===== src/rtl/minesweeper_pkg.sv =====
// rtl/minesweeper_pkg.sv - shared states, neighbour offsets and index-width helper for the reveal engine
package minesweeper_pkg;

    // Flood-fill sequencer states
    typedef enum logic [2:0] {
        ST_IDLE,
        ST_POP,
        ST_EVAL,
        ST_SCAN,
        ST_DONE
    } state_t;

    // Neighbour offsets indexed by nb: NW, N, NE, W, E, SW, S, SE
    localparam int NB_DROW [0:7] = '{-1, -1, -1,  0, 0,  1, 1, 1};
    localparam int NB_DCOL [0:7] = '{-1,  0,  1, -1, 1, -1, 0, 1};

    // Width of a cell index for a square board of the given edge length
    function automatic int cell_idx_w(input int grid_size);
        return (grid_size * grid_size > 1) ? $clog2(grid_size * grid_size) : 1;
    endfunction

endpackage


===== src/rtl/adj_bomb_count.sv =====
// rtl/adj_bomb_count.sv - combinational count of bombs among the in-bounds 8-neighbours of a cell
module adj_bomb_count
    import minesweeper_pkg::*;
#(
    parameter int GRID_SIZE = 9,
    parameter int IDX_W     = cell_idx_w(GRID_SIZE)
) (
    input  logic [IDX_W-1:0]               cur,
    input  logic [GRID_SIZE*GRID_SIZE-1:0] bomb_grid,
    output logic [3:0]                     count
);

    int               row;
    int               col;
    int               nrow;
    int               ncol;
    logic [IDX_W-1:0] nidx;

    // Walk the eight offsets; rows and columns are range-checked separately so col 0 never sees col GRID_SIZE-1
    always_comb begin
        count = 4'd0;
        row   = int'(cur) / GRID_SIZE;
        col   = int'(cur) % GRID_SIZE;
        nrow  = 0;
        ncol  = 0;
        nidx  = '0;
        for (int k = 0; k < 8; k++) begin
            nrow = row + NB_DROW[k];
            ncol = col + NB_DCOL[k];
            if (nrow >= 0 && nrow < GRID_SIZE && ncol >= 0 && ncol < GRID_SIZE) begin
                nidx = IDX_W'(nrow * GRID_SIZE + ncol);
                if (bomb_grid[nidx]) begin
                    count = count + 4'd1;
                end
            end
        end
    end

endmodule


===== src/rtl/reveal_sequencer.sv =====
// rtl/reveal_sequencer.sv - flood-fill reveal engine owning reveal_grid; optional win flag under MINES_WIN_DETECT_EN
module reveal_sequencer
    import minesweeper_pkg::*;
#(
    parameter int GRID_SIZE = 9,
    parameter int IDX_W     = cell_idx_w(GRID_SIZE)
) (
    input  logic                           clock,
    input  logic                           reset,
    input  logic                           start,
    input  logic [IDX_W-1:0]               start_idx,
    input  logic                           clear,
    input  logic [GRID_SIZE*GRID_SIZE-1:0] bomb_grid,
    output logic [GRID_SIZE*GRID_SIZE-1:0] reveal_grid,
    output logic                           busy,
    output logic                           done,
    output logic                           hit_bomb
`ifdef MINES_WIN_DETECT_EN
   ,output logic                           win
`endif
);

    localparam int N  = GRID_SIZE * GRID_SIZE;
    localparam int CW = IDX_W + 1;

    state_t           state;
    state_t           state_next;
    logic [IDX_W-1:0] stack_mem [0:N-1];
    logic [CW-1:0]    sp;
    logic [IDX_W-1:0] sp_top;
    logic [N-1:0]     queued;
    logic [IDX_W-1:0] cur;
    logic [2:0]       nb;
    logic [3:0]       adj_cnt;

    int               cur_row;
    int               cur_col;
    int               nb_row;
    int               nb_col;
    logic             nb_in;
    logic [IDX_W-1:0] nb_idx;
    logic             scan_push;
    logic             start_push;
    logic             push_en;
    logic [IDX_W-1:0] push_idx;

    assign sp_top = IDX_W'(sp - CW'(1));

    adj_bomb_count #(
        .GRID_SIZE (GRID_SIZE),
        .IDX_W     (IDX_W)
    ) u_adj (
        .cur       (cur),
        .bomb_grid (bomb_grid),
        .count     (adj_cnt)
    );

    // Locate the current SCAN neighbour and decide whether anything is pushed this cycle
    always_comb begin
        cur_row    = int'(cur) / GRID_SIZE;
        cur_col    = int'(cur) % GRID_SIZE;
        nb_row     = cur_row + NB_DROW[nb];
        nb_col     = cur_col + NB_DCOL[nb];
        nb_in      = (nb_row >= 0) && (nb_row < GRID_SIZE) && (nb_col >= 0) && (nb_col < GRID_SIZE);
        nb_idx     = nb_in ? IDX_W'(nb_row * GRID_SIZE + nb_col) : '0;
        scan_push  = (state == ST_SCAN) && nb_in && !reveal_grid[nb_idx]
                     && !queued[nb_idx] && !bomb_grid[nb_idx];
        start_push = (state == ST_IDLE) && !clear && start
                     && !reveal_grid[start_idx] && !bomb_grid[start_idx];
        push_en    = start_push || scan_push;
        push_idx   = start_push ? start_idx : nb_idx;
    end

    // State register
    always_ff @(posedge clock) begin
        if (!reset) begin
            state <= ST_IDLE;
        end else begin
            state <= state_next;
        end
    end

    // Next-state decode plus busy/done
    always_comb begin
        state_next = state;
        busy       = 1'b1;
        done       = 1'b0;
        case (state)
            ST_IDLE: begin
                busy = 1'b0;
                if (!clear && start) begin
                    state_next = (reveal_grid[start_idx] || bomb_grid[start_idx]) ? ST_DONE : ST_POP;
                end
            end
            ST_POP:  state_next = ST_EVAL;
            ST_EVAL: begin
                if (adj_cnt == 4'd0) begin
                    state_next = ST_SCAN;
                end else if (sp == '0) begin
                    state_next = ST_DONE;
                end else begin
                    state_next = ST_POP;
                end
            end
            ST_SCAN: begin
                // A push on the last neighbour keeps the stack non-empty
                if (nb == 3'd7) begin
                    state_next = (sp == '0 && !scan_push) ? ST_DONE : ST_POP;
                end
            end
            ST_DONE: begin
                done       = 1'b1;
                state_next = ST_IDLE;
            end
            default: state_next = ST_IDLE;
        endcase
    end

    // Stack storage needs no reset; the pointer alone defines its contents
    always_ff @(posedge clock) begin
        if (push_en) begin
            stack_mem[IDX_W'(sp)] <= push_idx;
        end
    end

    // Datapath: stack pointer, queued guard, current cell, neighbour counter, reveal map and bomb flag
    always_ff @(posedge clock) begin
        if (!reset) begin
            sp          <= '0;
            queued      <= '0;
            cur         <= '0;
            nb          <= 3'd0;
            reveal_grid <= '0;
            hit_bomb    <= 1'b0;
        end else begin
            if (push_en) begin
                sp               <= sp + CW'(1);
                queued[push_idx] <= 1'b1;
            end
            case (state)
                ST_IDLE: begin
                    if (clear) begin
                        reveal_grid <= '0;
                        hit_bomb    <= 1'b0;
                    end else if (start && !reveal_grid[start_idx] && bomb_grid[start_idx]) begin
                        reveal_grid[start_idx] <= 1'b1;
                        hit_bomb               <= 1'b1;
                    end
                end
                ST_POP: begin
                    sp                             <= sp_top;
                    cur                            <= stack_mem[sp_top];
                    reveal_grid[stack_mem[sp_top]] <= 1'b1;
                end
                ST_EVAL: nb <= 3'd0;
                ST_SCAN: nb <= nb + 3'd1;
                ST_DONE: queued <= '0;
                default: ;
            endcase
        end
    end

`ifdef MINES_WIN_DETECT_EN
    logic [CW-1:0] reveal_cnt;
    logic [CW-1:0] bomb_cnt;

    // Bomb population of the current map
    always_comb begin
        bomb_cnt = '0;
        for (int i = 0; i < N; i++) begin
            bomb_cnt = bomb_cnt + CW'(bomb_grid[i]);
        end
    end

    // Count reveals and latch win when every safe cell is open without a bomb hit
    always_ff @(posedge clock) begin
        if (!reset) begin
            reveal_cnt <= '0;
            win        <= 1'b0;
        end else begin
            case (state)
                ST_IDLE: begin
                    if (clear) begin
                        reveal_cnt <= '0;
                        win        <= 1'b0;
                    end else if (start && !reveal_grid[start_idx] && bomb_grid[start_idx]) begin
                        reveal_cnt <= reveal_cnt + CW'(1);
                    end
                end
                ST_POP:  reveal_cnt <= reveal_cnt + CW'(1);
                ST_DONE: begin
                    if (!hit_bomb && reveal_cnt == CW'(N) - bomb_cnt) begin
                        win <= 1'b1;
                    end
                end
                default: ;
            endcase
        end
    end
`endif

endmodule


===== config.mk =====
export PLATFORM = sky130hd
export DESIGN_NAME = reveal_sequencer
export DESIGN_NICKNAME = d
export VERILOG_FILES = /design/src/rtl/minesweeper_pkg.sv /design/src/rtl/adj_bomb_count.sv /design/src/rtl/reveal_sequencer.sv
export SDC_FILE = /design/constraint.sdc
export NUM_CORES = 2
export LEC_CHECK = 0
export ABC_AREA = 1
export BUFFER_PORTS_ARGS = -buffer_cell sky130_fd_sc_hd__buf_2
export CAP_MARGIN = 10
export CORE_ASPECT_RATIO = 1.5
export CORE_MARGIN = 5
export CORE_UTILIZATION = 55
export DETAILED_ROUTE_END_ITERATION = 12
export GPL_TIMING_DRIVEN = 0
export PLACE_DENSITY = 0.77
export SYNTH_ARGS = -nofsm -noshare
export SYNTH_HDL_FRONTEND = slang
export SYNTH_SLANG_ARGS = --single-unit

===== constraint.sdc =====
create_clock -name clock -period 27.5 [get_ports clock]
set_clock_uncertainty 0.2 [all_clocks]
set_input_delay 8.25 -clock clock [delete_from_list [all_inputs] [get_ports clock]]
set_output_delay 8.25 -clock clock [all_outputs]
set_load 0.1 [all_outputs]

# Yosys cells after proc, flatten, opt, wreduce, memory -nomap -nowiden
# Memory sizes are Yosys's and may differ from the RTL's.
# Cells that the tools add are included.
[word_totals]
memories = 3
elab_cells = 218
out_inout_bits = 84
regBits = 184
ram_bits = 567
mem_bits_ro = 512
[classes]
addsub = 25
multipliers = 4
div_mod_pow = 2
n_reduce_logical = 58
bitwise_logic = 5
n_eq_ne = 8
order_cmp = 32
n_mux = 73
[mem_list]
columns = ["name", "depth", "width", "rd", "rd_clocked_by_memory_dff", "write_ports", "line_no", "rtl"]
rows = [
  ["stack_mem", 81, 7, 1, 0, 1, "reveal_sequencer.sv:28", "logic [IDX_W-1:0] stack_mem [0:N-1];"],
  ["(name not given)", 8, 32, 1, 0, 0, "reveal_sequencer.sv:63", "nb_col = cur_col + NB_DCOL[nb];"],
  ["(name not given)", 8, 32, 1, 0, 0, "reveal_sequencer.sv:62", "nb_row = cur_row + NB_DROW[nb];"],
]
[op_table]
columns = ["cell", "n"]
rows = [
  [">= comparator 32 x 1 -> 1 bit (second input constant)", 8],
  ["less-than comparator 32 x 5 -> 1 bit (second input constant)", 8],
  ["bitwise OR 81 bit", 3],
  ["2-to-1 mux 81 bit", 2],
  ["one-hot mux 81 bit (2 select lines)", 1],
  ["multiplier 32 x 5 -> 7 bit (second input constant)", 4],
  ["2-to-1 mux 32 bit", 4],
  ["less-than comparator 7 x 8 -> 1 bit (second input constant)", 12],
  ["binary-select mux 1 bit (select 7 bit)", 13],
  ["adder 32 x 1 -> 32 bit (second input constant)", 2],
  ["adder 32 x 2 -> 32 bit (second input constant)", 2],
  ["adder 32 bit", 2],
  ["adder 7 bit", 9],
  ["2-to-1 mux 4 bit", 15],
  ["logical AND 1 bit", 37],
  ["divider 8 x 5 -> 32 bit (second input constant)", 1],
  ["modulo 8 x 5 -> 32 bit (second input constant)", 1],
  ["adder 4 x 1 -> 4 bit (second input constant)", 7],
  ["2-to-1 mux 7 bit", 4],
  ["2-to-1 mux 1 bit", 23],
  ["demux 1 bit (select 7 bit)", 3],
  [">= comparator 7 x 1 -> 1 bit (second input constant)", 3],
  ["2-to-1 mux 3 bit", 6],
  ["one-hot mux 3 bit (4 select lines)", 1],
  ["20 further kinds", 36],
]

# Logic depth before layout (Yosys ltp)
[logic_depth]
ltp_word = 32
depth_mapped = 83

# Hierarchy
# A second synthesis with hierarchy kept.
[hier_totals]
hier_cells = 5906
area_unflattened_um2 = 47615.7
[by_module_without_submodules]
columns = ["module", "cells_per_inst", "seq_area_each_um2", "n_inst", "area_each_um2"]
rows = [
  ["reveal_sequencer", 4326, 20709.9, 1, 39076.2],
  ["adj_bomb_count", 1580, 0.0, 1, 8539.4],
]

# Least setup slack after synthesis
# Ideal clock, no wire load.
[synth_timing]
path_kind = "input to register"
startpoint = "in start_idx[1]"
endpoint = "reg queued[5]"
cell_stages = 18
path_slack_ns = 13.430
t_required_ns = 27.230
path_buffers = 2
setup_ns = 0.070
arrival_ns = 13.800
path_cell_list = "inv_1 nor3_1 inv_1 clkbuf_1 o22ai_1 o41ai_1 nand4_1 a22o_1 a21oi_1 nand2_1 nor2_1 nand2_1 buf_1 a21oi_1 nand3_1 nor2_1 nand2_1 a21oi_1"
[synth_via]
elab_chain_cells = 11
elab_cells_between_ends = 16
classes_between = "order compare (2); mux (7); bitwise (1); reduce/logical (6)"
[synth_rtl]
columns = ["item", "line_no", "rtl"]
rows = [
  ["start: declaration", "reveal_sequencer.sv:11", "input logic [IDX_W-1:0] start_idx,"],
  ["binary-select mux 1 bit (select 7 bit)", "reveal_sequencer.sv:69", "&& !reveal_grid[start_idx] && !bomb_grid[start_idx];"],
  ["2-to-1 mux 1 bit (implied by the code)", "reveal_sequencer.sv:69", ""],
  ["zero test 1 bit", "reveal_sequencer.sv:69", ""],
  ["logical AND 1 bit", "reveal_sequencer.sv:69", ""],
  ["logical AND 1 bit *", "reveal_sequencer.sv:69", ""],
  ["2-to-1 mux 7 bit *", "reveal_sequencer.sv:71", "push_idx = start_push ? start_idx : nb_idx;"],
  ["via push_idx[0]", "reveal_sequencer.sv:45", "logic [IDX_W-1:0] push_idx;"],
  ["less-than comparator 7 x 8 -> 1 bit (implied by the code) or >= comparator 7 x 1 -> 1 bit (tied branches)", "reveal_sequencer.sv:138", "queued[push_idx] <= 1'b1;"],
  ["logical AND 1 bit (implied by the code)", "reveal_sequencer.sv:138", ""],
  ["2-to-1 mux 1 bit (implied by the code)", "reveal_sequencer.sv:138", ""],
  ["demux 1 bit (select 7 bit) *", "reveal_sequencer.sv:138", ""],
  ["bitwise OR 81 bit (no source line) *", "-", ""],
  ["end signal: assignment", "reveal_sequencer.sv:130", "queued <= '0;"],
  ["end signal: indexed assignment", "reveal_sequencer.sv:138", ""],
  ["end signal: assignment", "reveal_sequencer.sv:157", "ST_DONE: queued <= '0;"],
  ["end: declaration", "reveal_sequencer.sv:31", "logic [N-1:0] queued;"],
]
# Mark *: on every way through the listed nets, which the timed path passes. The rest lies on a longest branch. The select of a mux whose other input is x is not followed.
# A chain may end at the register's enable or synchronous reset.

# Worst setup path after layout
[layout_timing]
startpoint = "reg cur[0] (read register of stack_mem)"
endpoint = "reg state[2]"
[layout_via]
elab_chain_cells = 32
elab_cells_between_ends = 119
classes_between = "add/sub (22); mul (4); div (2); order compare (16); mux (43); reduce/logical (32)"
[layout_rtl]
columns = ["item", "line_no", "rtl"]
rows = [
  ["start: declaration", "reveal_sequencer.sv:32", "logic [IDX_W-1:0] cur;"],
  ["divider 8 x 5 -> 32 bit", "adj_bomb_count.sv:22, reveal_sequencer.sv:60", ""],
  ["adder 32 x 1 -> 32 bit", "adj_bomb_count.sv:28", "nrow = row + NB_DROW[k];"],
  ["multiplier 32 x 5 -> 7 bit", "adj_bomb_count.sv:31", "nidx = IDX_W'(nrow * GRID_SIZE + ncol);"],
  ["adder 7 bit", "adj_bomb_count.sv:31", ""],
  ["binary-select mux 1 bit (select 7 bit)", "adj_bomb_count.sv:32", "if (bomb_grid[nidx]) begin"],
  ["2-to-1 mux 1 bit (implied by the code)", "adj_bomb_count.sv:32", ""],
  ["2-to-1 mux 1 bit", "adj_bomb_count.sv:32", ""],
  ["2-to-1 mux 4 bit", "adj_bomb_count.sv:30", "if (nrow >= 0 && nrow < GRID_SIZE && ncol >= 0 && ncol < GRID_SIZE) begin"],
  ["[16 not listed]", "-", ""],
  ["2-to-1 mux 4 bit", "adj_bomb_count.sv:32", ""],
  ["2-to-1 mux 4 bit", "adj_bomb_count.sv:30", ""],
  ["adder 4 x 1 -> 4 bit", "adj_bomb_count.sv:33", "count = count + 4'd1;"],
  ["2-to-1 mux 4 bit", "adj_bomb_count.sv:32", ""],
  ["2-to-1 mux 4 bit", "adj_bomb_count.sv:30", ""],
  ["zero test 4 bit", "reveal_sequencer.sv:97", "if (adj_cnt == 4'd0) begin"],
  ["2-to-1 mux 3 bit", "reveal_sequencer.sv:97", ""],
  ["one-hot mux 3 bit (4 select lines) *", "reveal_sequencer.sv:88", "case (state)"],
  ["end signal: assignment", "reveal_sequencer.sv:79", "state <= state_next;"],
  ["end: declaration", "reveal_sequencer.sv:26", "state_t state;"],
]
# Every way passes the cells marked *; elsewhere a longest branch is shown, timed or not. The select of a mux whose other input is x is not followed.

==> flow_summary.html <==
<table>
<tr><th>Metric</th><th>Value</th></tr>
<tr><th colspan="2">Status</th></tr>
<tr><td>Violations in the final reports</td><td>design-rule violations, max-capacitance violations, max-slew violations</td></tr>
<tr><td>Status</td><td>complete, but fails checks</td></tr>
<tr><th colspan="2">Routing</th></tr>
<tr><td>Vias per cell</td><td>6.664</td></tr>
<tr><td>Wirelength, routed</td><td>225.7 mm</td></tr>
<tr><td>DR DRC count</td><td>3</td></tr>
<tr><td>Count of vias placed by the detailed router</td><td>48684</td></tr>
<tr><td>Total iterations of the first detailed-routing run</td><td>13</td></tr>
<tr><td>Antenna violation net count after detailed routing</td><td>0</td></tr>
<tr><td>Initial drt markers</td><td>6723</td></tr>
<tr><td>Average wire per cell in the routed design</td><td>30.89 um</td></tr>
<tr><th colspan="2">Logic synthesis</th></tr>
<tr><td>Commonest cells in the synthesized netlist</td><td>1141 x nand2_1, 710 x nor2_1, 591 x o21ai_0, 567 x edfxtp_1, 562 x inv_1</td></tr>
<tr><td>Post-synthesis instance area</td><td>0.04658 mm2</td></tr>
<tr><td>Post-Syn Area per Cell</td><td>7.978 um2</td></tr>
<tr><td>Net count after synthesis</td><td>6078</td></tr>
<tr><td>Dominant cells by area after synthesis</td><td>edfxtp_1 37%, nand2_1 9.2%, dfxtp_1 7.9%</td></tr>
<tr><td>Number of enable-type register cells in the synthesized netlist</td><td>567</td></tr>
<tr><td>Cell with the most instances after synthesis</td><td>nand2_1</td></tr>
<tr><td>Synth Register Bits</td><td>751</td></tr>
<tr><td>Number of instances in the synthesized netlist</td><td>5839</td></tr>
<tr><td>Library cell with the largest summed area after synthesis</td><td>edfxtp_1</td></tr>
<tr><td>Yosys top cell area share</td><td>0.3655</td></tr>
<tr><td>Dominant register cell in the synthesized netlist</td><td>edfxtp_1</td></tr>
<tr><td>Number of library cell types mapped by synthesis</td><td>62</td></tr>
<tr><td>Yosys synthesis warning count</td><td>0</td></tr>
<tr><td>Portion of the post-synthesis area used by sequential elements</td><td>0.4446</td></tr>
<tr><td>Async set or reset register ratio after synthesis</td><td>0</td></tr>
<tr><th colspan="2">Timing</th></tr>
<tr><td>Setup tns final</td><td>0 ns</td></tr>
<tr><td>Final Hold Violating Endpoints</td><td>0</td></tr>
<tr><td>Max_slew headroom</td><td>-0.006033</td></tr>
<tr><td>Slew at the pin closest to its max-slew limit</td><td>1.509 ns</td></tr>
<tr><td>Number of max-slew violations in the final report</td><td>11</td></tr>
<tr><td>Final setup violation count</td><td>0</td></tr>
<tr><td>Achievable frequency</td><td>65.89 MHz</td></tr>
<tr><td>RSZ-0062 raised after global routing</td><td>no</td></tr>
<tr><td>Min Clock Period, post-route</td><td>15.18 ns</td></tr>
<tr><td>Share of the clock period used by the worst path after layout</td><td>0.5519</td></tr>
<tr><th colspan="2">Critical path</th></tr>
<tr><td>Largest incremental delay on the critical path</td><td>0.64 ns</td></tr>
<tr><td>Most prevalent standard cell on the critical path</td><td>nand2_1</td></tr>
<tr><td>Endpoint class of the critical path</td><td>flip-flop</td></tr>
<tr><td>Worst endpoint required time</td><td>27.84 ns</td></tr>
<tr><td>Category of the worst setup path launch point</td><td>flip-flop</td></tr>
<tr><td>CP delay by family, top</td><td>simple AND/OR/NAND/NOR gates</td></tr>
<tr><td>Launch point of the worst path</td><td>cur[0]$_SDFFE_PN0P_</td></tr>
<tr><td>Critical R2R Launch</td><td>cur[0]$_SDFFE_PN0P_</td></tr>
<tr><td>Critical Path Slowest Stage Cell</td><td>xor2_1</td></tr>
<tr><td>Largest fanout of any net on the critical path</td><td>15</td></tr>
<tr><td>Count of buffering cells on the critical path with inverters included</td><td>16</td></tr>
<tr><td>Critical Setup Path Class</td><td>reg -&gt; reg</td></tr>
<tr><td>CP Data Arrival Time</td><td>15.51 ns</td></tr>
<tr><th colspan="2">GRT</th></tr>
<tr><td>Maximum number of pins on one net before global-route repair</td><td>84</td></tr>
<tr><td>Number of antenna violations at the first check in global routing</td><td>12</td></tr>
<tr><td>First-pass GRT wire length</td><td>313.6 mm</td></tr>
<tr><td>All-layer global routing usage</td><td>0.4777</td></tr>
<tr><td>Met1 usage</td><td>0.4928</td></tr>
<tr><td>Gr busiest metal</td><td>met2</td></tr>
<tr><td>Total congestion overflow after global routing</td><td>0</td></tr>
<tr><td>Met3 capacity usage during global routing</td><td>0.1614</td></tr>
<tr><td>Met2 usage in global routing</td><td>0.7385</td></tr>
<tr><td>Via count of the first global-routing pass</td><td>45690</td></tr>
<tr><th colspan="2">Job</th></tr>
<tr><td>Max-cap violations</td><td>1</td></tr>
<tr><th colspan="2">Clock network</th></tr>
<tr><td>Clk root buf</td><td>clkbuf_16</td></tr>
<tr><td>Post-cts sizing count</td><td>0</td></tr>
<tr><td>TritonCTS sink count</td><td>751</td></tr>
<tr><td>Deepest level of the CTS H-tree</td><td>3</td></tr>
<tr><td>Skew-Pair Late Insertion Delay</td><td>0.71 ns</td></tr>
<tr><td>Number of clock buffers inserted by TritonCTS</td><td>71</td></tr>
<tr><td>Clock-pin slew reported for the worst setup and hold paths after clock tree synthesis</td><td>0.06 ns</td></tr>
<tr><td>Clock tree from TritonCTS</td><td>done</td></tr>
<tr><td>Setup Buffers After CTS</td><td>0</td></tr>
<tr><td>Hold bufs inserted after CTS</td><td>0</td></tr>
<tr><td>Max clock buf depth</td><td>3</td></tr>
<tr><th colspan="2">Die</th></tr>
<tr><td>Die height</td><td>366.4 um</td></tr>
<tr><td>Horiz. Die Dim</td><td>247.6 um</td></tr>
<tr><td>Initial core utilization</td><td>0.5550</td></tr>
<tr><td>Core Region</td><td>0.08393 mm2</td></tr>
<tr><td>Die area</td><td>0.09074 mm2</td></tr>
<tr><td>IO Count</td><td>176</td></tr>
<tr><td>Core Rows</td><td>130</td></tr>
<tr><th colspan="2">Placement</th></tr>
<tr><td>Placed standard-cell area</td><td>0.04930 mm2</td></tr>
<tr><td>Total half-perimeter wirelength after legalization and detailed placement</td><td>167.5 mm</td></tr>
<tr><td>Final GP Congestion</td><td>1.149</td></tr>
<tr><td>Number of placed cells counting well taps</td><td>7163</td></tr>
<tr><td>IO Port Bufs</td><td>175</td></tr>
<tr><th colspan="2">Worst hold path</th></tr>
<tr><td>Worst hold path class</td><td>reg -&gt; reg</td></tr>
<tr><td>Min-Delay Startpoint</td><td>queued[11]$_SDFFE_PP0P_</td></tr>
<tr><th colspan="2">Cells and area</th></tr>
<tr><td>Non-Filler Instances</td><td>7306</td></tr>
<tr><td>Layout Cell Area excl Fill</td><td>0.05184 mm2</td></tr>
<tr><td>Final #Nets</td><td>6364</td></tr>
<tr><td>Fraction of final layout cells sized beyond drive strength 1</td><td>0.08188</td></tr>
<tr><td>Synth-to-layout area growth</td><td>11.28%</td></tr>
</table>
==> sequential cells by signal, summed over array words and instances, names as in the netlist <==
signal and flops:
queued 81, cur 7, nb 3, state 3, reveal_grid 81, hit_bomb 1
sp 8, stack_mem 567
==> final timing paths <==
check / to / slack (ns) / cells past startpoint
max: state[2]$_SDFFE_PN0P_ / 12.32 / 76
min: queued[11]$_SDFFE_PP0P_ / 0.26 / 2
max reg2reg: state[2]$_SDFFE_PN0P_ / 12.32 / 76
min reg2reg: queued[11]$_SDFFE_PP0P_ / 0.26 / 2
==> routing by layer <==
metal	part of all wire	up-vias
li1	-	20938
met5	0.00043	-
met3	0.13	1405
met4	0.13	12
met2	0.44	4018
met1	0.30	22311
==> cell families after synthesis <==
family,Yosys count,share of synthesized area
xor gates and xnor gates,67,0.01260
adders and majority gates,147,0.04125
DFF,751,0.4446
buffers and inverters,894,0.07445
muxes,100,0.02205
and+or+nand+nor,2468,0.2245
AOI/OAI and AO/OA,1412,0.1806
==> worst register-to-register path, delay by kind of cell, from the launching register on <==
family	cells	cell delay [ns]
adder cells (fa/ha/maj)	13	4.17
XOR/XNOR	2	0.75
buffers and inverters	16	3.65
AND/OR/NAND/NOR	40	4.88
AO/OA/AOI/OAI	5	0.88
flip-flops	1	0.47
==> per-stage QoR <==
step | setup WS, ns | hold WS, ns | utilization
after CTS | 12.50 | 0.2600 | 0.6160
after detailed placement | 11.97 | 0.2468 | 0.5874
after global placement | 7.050 | 0.2443 | 0.5822
after floorplan | 13.43 | 0.2316 | -
final | 12.32 | 0.2595 | 0.6176
after global routing | 11.40 | 0.2754 | 0.6175
==> area by class of cell <==
cell class,count,area [um2]
Multi-Input combinational cell,4194,22460
Tap cell,1122,1404
Fill cell,7647,32090
Sequential cell,751,20710
Inverter,607,2281
Timing Repair Buffer,213,1383
Buffer,287,1194
Clock inverter,45,554.3
Clock buffer,83,1842
Antenna cell,4,10.01
==> placed cells by master (no fill, tap or decap), types with 24 or more instances in the layout <==
master        n
clkbuf_1    229
nand4_1      78
a211oi_1     91
o22ai_1      72
clkinv_1     30
nand2_1    1141
o221ai_1     81
buf_2       202
o21ai_1      26
o21ai_0     580
a21oi_1     322
mux2i_1      79
xnor2_1      24
nor2_1      710
edfxtp_1    567
clkbuf_16    71
o32ai_1      62
xor2_1       43
buf_1        25
o211ai_1     86
dfxtp_1     184
inv_2        29
ha_1        136
inv_1       561
nor3_1       35
nand3_1     390
Power is not shown: default switching activity piles up to over one toggle a cycle in this logic, so the estimate is an artifact.
